**config.mk**
```make
export PLATFORM = sky130hd
export DESIGN_NAME = pgm_sprite_scan
export DESIGN_NICKNAME = d
export VERILOG_FILES = /design/src/rtl/pgm_sprite_scan.sv
export SDC_FILE = /design/constraint.sdc
export NUM_CORES = 1
export LEC_CHECK = 0
export BUFFER_PORTS_ARGS = -buffer_cell sky130_fd_sc_hd__buf_4
export CORE_MARGIN = 5
export CORE_UTILIZATION = 65
export CTS_CLUSTER_SIZE = 10
export DETAILED_ROUTE_END_ITERATION = 10
export PLACE_DENSITY = 0.95
export SLEW_MARGIN = 20
export SYNTH_ARGS = -nofsm -noshare
export SYNTH_HDL_FRONTEND = slang
export SYNTH_SLANG_ARGS = --single-unit
```
**constraint.sdc**
```tcl
create_clock -name clk -period 13.24 [get_ports clk]
set_input_delay 1.324 -clock clk [delete_from_list [all_inputs] [get_ports clk]]
set_output_delay 1.324 -clock clk [all_outputs]
set_load 0.005 [all_outputs]
```
**src/rtl/pgm_sprite_scan.sv**
```systemverilog
// pgm_sprite_scan: per-line sprite attribute walker that queues descriptors of intersecting sprites.
// Latency: miss 2 cycles/entry, hit 6 cycles/entry; desc_valid rises the cycle after the FIFO write.
// Backpressure: a full descriptor FIFO with desc_ready low stalls the walk in PUSH until a slot frees.
//
// Ports: clk/reset (async, active-high); line_start/line_y start a scan; sprite_addr/sprite_dout
// read attribute RAM (data one cycle after address); desc_* is the valid/ready descriptor stream
// taken from the FIFO head; scan_busy/scan_done/overflow report walk status.
// Optional feature: define PGM_SPRITE_SCAN_FLIPY_EN to honour w1[15] (vertical flip) in desc_row.
module pgm_sprite_scan #(
    parameter int NUM_SPRITES  = 256,
    parameter int MAX_PER_LINE = 32,
    parameter int FIFO_DEPTH   = 8
) (
    input  logic        clk,
    input  logic        reset,
    input  logic        line_start,
    input  logic [8:0]  line_y,
    output logic [9:0]  sprite_addr,
    input  logic [15:0] sprite_dout,
    output logic        desc_valid,
    input  logic        desc_ready,
    output logic [10:0] desc_x,
    output logic [15:0] desc_code,
    output logic [4:0]  desc_pal,
    output logic [4:0]  desc_width,
    output logic [7:0]  desc_row,
    output logic        desc_flipx,
    output logic        scan_busy,
    output logic        scan_done,
    output logic        overflow
);
    localparam int          AW        = $clog2(FIFO_DEPTH);
    localparam int          CW        = AW + 1;
    localparam logic [7:0]  LAST_IDX  = 8'(NUM_SPRITES - 1);
    localparam logic [8:0]  MAX_HITS  = 9'(MAX_PER_LINE);
    localparam logic [CW-1:0] FIFO_FULL = CW'(FIFO_DEPTH);

    typedef struct packed {
        logic [10:0] x;
        logic [15:0] code;
        logic [4:0]  pal;
        logic [4:0]  width;
        logic [7:0]  row;
        logic        flipx;
    } desc_t;

    typedef enum logic [2:0] {
        S_IDLE, S_RD_Y, S_CHK_Y, S_RD_REST, S_PUSH, S_NEXT, S_DONE
    } state_t;

    state_t      state, state_n;
    logic [8:0]  line_q;
    logic [7:0]  idx;
    logic [8:0]  hits;
    logic        overflow_q;
    logic        sub;        // RD_REST phase: 0 = w0 on bus, 1 = w2 on bus
    logic [7:0]  dy_q;
    logic [10:0] x_q;
    logic        flipx_q;
    logic [15:0] code_q;

    logic [9:0]  dy_c;
    logic [10:0] span_c;
    logic        hit_c, last_c, busy_c, flush, push, pop, fifo_full, can_push;
    logic [7:0]  row_c;
    desc_t       desc_in, head;

    // Vertical distance wraps modulo 1024 so sprites straddling y=1023/0 still hit.
    assign dy_c   = {1'b0, line_q} - sprite_dout[9:0];
    assign span_c = {2'b00, ({1'b0, sprite_dout[14:10]} + 6'd1), 3'b000};
    assign hit_c  = ({1'b0, dy_c} < span_c);
    assign last_c = (idx == LAST_IDX);
    assign busy_c = (state != S_IDLE) && (state != S_DONE);
    assign flush  = line_start & busy_c;

    assign scan_busy = busy_c;
    assign scan_done = (state == S_DONE);
    assign overflow  = overflow_q;

`ifdef PGM_SPRITE_SCAN_FLIPY_EN
    logic [4:0] hgt_q;
    logic       flipy_q;
    logic [8:0] span_q;

    always_ff @(posedge clk or posedge reset) begin
        if (reset) begin
            hgt_q   <= '0;
            flipy_q <= 1'b0;
        end else if (!line_start && state == S_CHK_Y && hit_c) begin
            hgt_q   <= sprite_dout[14:10];
            flipy_q <= sprite_dout[15];
        end
    end

    assign span_q = {({1'b0, hgt_q} + 6'd1), 3'b000};
    assign row_c  = flipy_q ? 8'(span_q - 9'd1 - {1'b0, dy_q}) : dy_q;
`else
    assign row_c  = dy_q;
`endif

    // w3 is not latched: the address stays on word 3 through PUSH, so the RAM keeps presenting it.
    always_comb begin
        desc_in       = '0;
        desc_in.x     = x_q;
        desc_in.code  = code_q;
        desc_in.pal   = sprite_dout[15:11];
        desc_in.width = sprite_dout[10:6];
        desc_in.row   = row_c;
        desc_in.flipx = flipx_q;
    end

    always_ff @(posedge clk or posedge reset) begin
        if (reset) state <= S_IDLE;
        else       state <= state_n;
    end

    always_comb begin
        state_n     = state;
        sprite_addr = '0;
        push        = 1'b0;
        case (state)
            S_RD_Y: begin
                sprite_addr = {idx, 2'd1};
                state_n     = S_CHK_Y;
            end
            S_CHK_Y: begin
                if (hit_c) begin
                    sprite_addr = {idx, 2'd0};
                    state_n     = S_RD_REST;
                end else if (last_c) begin
                    state_n = S_DONE;
                end else begin
                    state_n = S_RD_Y;
                end
            end
            S_RD_REST: begin
                if (!sub) begin
                    sprite_addr = {idx, 2'd2};
                    state_n     = sprite_dout[14] ? S_DONE : S_RD_REST;
                end else begin
                    sprite_addr = {idx, 2'd3};
                    state_n     = S_PUSH;
                end
            end
            S_PUSH: begin
                sprite_addr = {idx, 2'd3};
                if (hits == MAX_HITS) begin
                    state_n = S_NEXT;
                end else if (can_push) begin
                    push    = 1'b1;
                    state_n = S_NEXT;
                end
            end
            S_NEXT:  state_n = last_c ? S_DONE : S_RD_Y;
            S_DONE:  state_n = S_IDLE;
            default: state_n = S_IDLE;
        endcase
        // A new line strobe always wins, whatever the walk was doing.
        if (line_start) state_n = S_RD_Y;
    end

    always_ff @(posedge clk or posedge reset) begin
        if (reset) begin
            line_q     <= '0;
            idx        <= '0;
            hits       <= '0;
            overflow_q <= 1'b0;
            sub        <= 1'b0;
            dy_q       <= '0;
            x_q        <= '0;
            flipx_q    <= 1'b0;
            code_q     <= '0;
        end else if (line_start) begin
            line_q     <= line_y;
            idx        <= '0;
            hits       <= '0;
            overflow_q <= 1'b0;
            sub        <= 1'b0;
        end else begin
            case (state)
                S_CHK_Y: begin
                    if (hit_c) begin
                        dy_q <= dy_c[7:0];
                        sub  <= 1'b0;
                    end else if (!last_c) begin
                        idx <= idx + 8'd1;
                    end
                end
                S_RD_REST: begin
                    sub <= ~sub;
                    if (!sub) begin
                        x_q     <= sprite_dout[10:0];
                        flipx_q <= sprite_dout[15];
                    end else begin
                        code_q <= sprite_dout;
                    end
                end
                S_PUSH: begin
                    if (hits == MAX_HITS)  overflow_q <= 1'b1;
                    else if (can_push)     hits       <= hits + 9'd1;
                end
                S_NEXT: begin
                    if (!last_c) idx <= idx + 8'd1;
                end
                default: ;
            endcase
        end
    end

    // Descriptor FIFO: head is read straight from the register array, gated to zero when empty.
    desc_t         fifo_mem [FIFO_DEPTH];
    logic [AW-1:0] wr_ptr, rd_ptr;
    logic [CW-1:0] count;

    assign fifo_full  = (count == FIFO_FULL);
    assign desc_valid = (count != '0);
    assign pop        = desc_valid & desc_ready;
    // A pop in the same cycle frees the slot, so a full FIFO can still accept.
    assign can_push   = ~fifo_full | pop;

    always_ff @(posedge clk) begin
        if (push && !flush) fifo_mem[wr_ptr] <= desc_in;
    end

    always_ff @(posedge clk or posedge reset) begin
        if (reset) begin
            wr_ptr <= '0;
            rd_ptr <= '0;
            count  <= '0;
        end else if (flush) begin
            wr_ptr <= '0;
            rd_ptr <= '0;
            count  <= '0;
        end else begin
            if (push) wr_ptr <= wr_ptr + AW'(1);
            if (pop)  rd_ptr <= rd_ptr + AW'(1);
            count <= count + CW'(push) - CW'(pop);
        end
    end

    assign head       = desc_valid ? fifo_mem[rd_ptr] : '0;
    assign desc_x     = head.x;
    assign desc_code  = head.code;
    assign desc_pal   = head.pal;
    assign desc_width = head.width;
    assign desc_row   = head.row;
    assign desc_flipx = head.flipx;
endmodule

```
==> impl_metrics.toml <==
[outcome]
outcome = "finished clean"

[global_route]
grt_pass1_wl_um = 66250
grt_max_degree = 65
gr-total-overflow = 0
antenna_found_initial = 0
grt_pass1_vias = 10775
grtUsageTotal_pct = 28.43

[yosys]
synth_top_area_share_pct = 60.30
synthArstFlopShare_pct = 17.30
synth_edf_count = 368
syn_nets = 1072
avgSynthCellArea_um2 = 18.06
netlist.top_cell.by_area = "edfxtp_1"
synth_area_leaders = "edfxtp_1 60%, mux4_2 11%, dfrtp_1 11%"
syn_inst = 1015
yosysSeqAreaShare_pct = 70.81
synth-seq-cells = 445
ys_types = 55
synth_warnings = 0
synth_area_mm2 = 0.01833
ys.flop_type = "edfxtp_1"

[cts]
cts_root_buf = "clkbuf_16"
clk_pin_slew_ns = 0.05
cts_buffers = 50
cts_sinks = 445
insertion_delay_ns = 0.56
cts_setup_buffers = 0
cts_buffer_depth = 3
cts_resized = 0
cts_tree = "done"
h-tree-depth = 2
cts_hold_buf = 0

[floorplan]
start_util_pct = 65.97
dieArea_mm2 = 0.03165
die-width_um = 177.9
io_pins = 89
core_mm2 = 0.02778
rows = 61
die_h_um = 177.9

[placement]
hpwl_um = 24100
routabilityCongestion = 0.8811
pre_cts_slack_ns = 7.083
portBuffers = 88
dp_cells = 1451

[sta]
final.min_clock_period_ns = 6.304
fin_ws_ns = 6.936
hold_viol = 0
fmax_mhz = 158.6
setup-tns-final_ns = 0
fin_crit_sh_pct = 47.62
skew_ns = 0.02121
slew_violations = 0
rsz0062_at_grt = "no"
holdWs_ns = 0.5346
max_slew_margin_pct = 28.09
worstMarginPinSlew_ns = 1.073
setup_violations = 0

[critical_path]
criticalPathCategory = "input pin to output pin"
timing.rr.end = "fifo_mem[2][8]$_DFFE_PP_"
cp.arrival_ns = 4.98
r2r_slack_ns = 8.82
cp-end-kind = "output pin"
critPathRequiredTime_ns = 11.92
critPathMaxFanout = 8
r2r_cells = 6
r2r_start = "state[0]$_DFFE_PP0P_"
startpoint_type = "input pin"

[run]
max-cap-violations = 0

[finish]
nFillCells = 1493
final_nets = 1183
fin_cells = 1546
final_util_pct = 75.48
syn_to_final_growth_pct = 14.42
drive_above_1_share_pct = 27.40
num_antenna_cells = 0

[detailed_routing]
ant_nets = 0
drtPass1Iterations = 5
route.detailed.drc = 0
vias = 10193
routed_via_density = 6.593
drtIter0Drc = 1105
post_drt_wl_per_cell_um = 28.12
routed_wl_um = 43470

[min_path]
worstHoldStart = "overflow$_DFFE_PP0P_"
holdPathEnd = "overflow$_DFFE_PP0P_"
hold_depth = 2
min_path_type = "flip-flop to flip-flop"

[pwr]
p_leak_nw = 7.262
powerDensity_mw_per_mm2 = 191.3
worst_ir_drop_vdd_v = 0.0001318
## worst max-delay path by stage
stage,from,endpoint
final,sprite_dout[0],sprite_addr[9]
after global routing,sprite_dout[0],sprite_addr[3]
after CTS,sprite_dout[0],sprite_addr[9]
after detailed placement,sprite_dout[0],sprite_addr[9]
after global placement,sprite_dout[0],sprite_addr[7]
after floorplan,line_start,fifo_mem[0][0]$_DFFE_PP_
## per-stage QoR
| stage | power (W) | instance area (um2) |
|---|---|---|
| after floorplan | 0.002378 | 18330 |
| after global placement | 0.002700 | 19470 |
| after detailed placement | 0.002755 | 19470 |
| after CTS | 0.004016 | 20940 |
| after global routing | 0.004179 | 20970 |
| final | 0.004011 | 20970 |
## sequential cells by signal (all words and copies together) (netlist names)
register / cells
fifo_mem: 368
overflow: 1
idx: 8
line_q: 9
wr_ptr: 3
hits: 9
count: 4
x_q: 11
state: 3
rd_ptr: 3
code_q: 16
dy_q: 8
flipx_q: 1
sub: 1
## metal layers
| metal | vias up | global-route usage, % | share of wire (%) | wire (um) |
|---|---|---|---|---|
| met1 | 5142 | 37.15 | 35 | 15140 |
| met4 | 0 | 11.21 | 4.0 | 1720 |
| met2 | 704 | 47.39 | 51 | 22300 |
| li1 | 4219 | - | - | - |
| met3 | 128 | 6.178 | 9.9 | 4308 |
| met5 | - | 0 | 0 | 0 |
## cell usage after synthesis (all sizes together) (2+ instances only)
cell type,number
edfxtp,368
mux4,92
nor2,84
dfrtp,77
mux2i,52
mux2,45
a21oi,30
clkbuf,29
inv,27
ha,26
buf,16
nand2,16
nand3,15
nand2b,12
xnor2,11
xor2,11
nor3,10
a21boi,9
and2,6
and3,6
nand4,6
nor2b,6
nor4,5
o21ai,5
a21o,4
nor3b,4
nor4b,4
o311ai,4
or3,4
a31oi,3
nand3b,3
o211ai,3
and4,2
fa,2
o2111ai,2
o21a,2
o21bai,2
or3b,2
## layout make-up
cell class              count  area (um2)  share of cell area (%)
flip-flops and latches    445       12990                   61.93
multi-input cells         498        5137                   24.50
clock buffers              92        1440                   6.868
repair buffers            104       800.8                   3.819
well taps                 378       473.0                   2.256
inverters                  27       102.6                  0.4893
clock inverters             2       28.78                  0.1372
## kinds of logic after synthesis
family	count (synthesis)	synth area share, %
xor gates and xnor gates	22	1.051
and+or+nand+nor	187	5.141
AOI/OAI and AO/OA	72	2.601
adders and majority gates	28	1.994
muxes	189	16.91
buffers and inverters	72	1.488
DFF	445	70.81
## layout by cell type, fill, tap and decap left out, types with 3 or more instances in the layout
cell type  count
mux2_2        45
nand3b_1       3
clkbuf_16     51
nor2b_1        6
nand3_1       15
xnor2_1       11
o211ai_1       3
nand2_1       16
and3_1         6
mux2i_1       52
xor2_1        11
a31oi_1        3
ha_1          26
nor3_2         3
a21oi_1       29
a21o_1         3
and2_1         4
nand4_1        6
a21boi_0       9
nor2_4         6
nor3_1         7
nor4b_1        3
nor3b_1        3
mux4_2        92
or3_1          3
buf_4        103
dfrtp_1       74
o311ai_0       4
clkbuf_1      40
nor4_1         5
nor2_1        78
nand2b_1      12
o21ai_0        5
inv_1         26
edfxtp_1     368
## where the power goes
part / internal [W] / switching (W)
registers: 0.00170 / 0.000198
logic: 0.000457 / 0.000399
clock network: 0.000730 / 0.000529
total: 0.00289 / 0.00113
## critical path: stages
cell and delay (ns):
buf_4 0.10, ha_1 0.17, inv_1 0.06, fa_1 0.41, a21o_1 0.20, a21oi_1 0.27
o21ai_0 0.14, o211ai_1 0.13, a21oi_1 0.13, xor2_1 0.17, ha_1 0.34, a21oi_1 0.16
nand2_1 0.12, a211o_4 0.35, or3_2 0.52, a21boi_0 0.23, buf_4 0.15
Note: power is estimated with default switching activity, not from simulation.
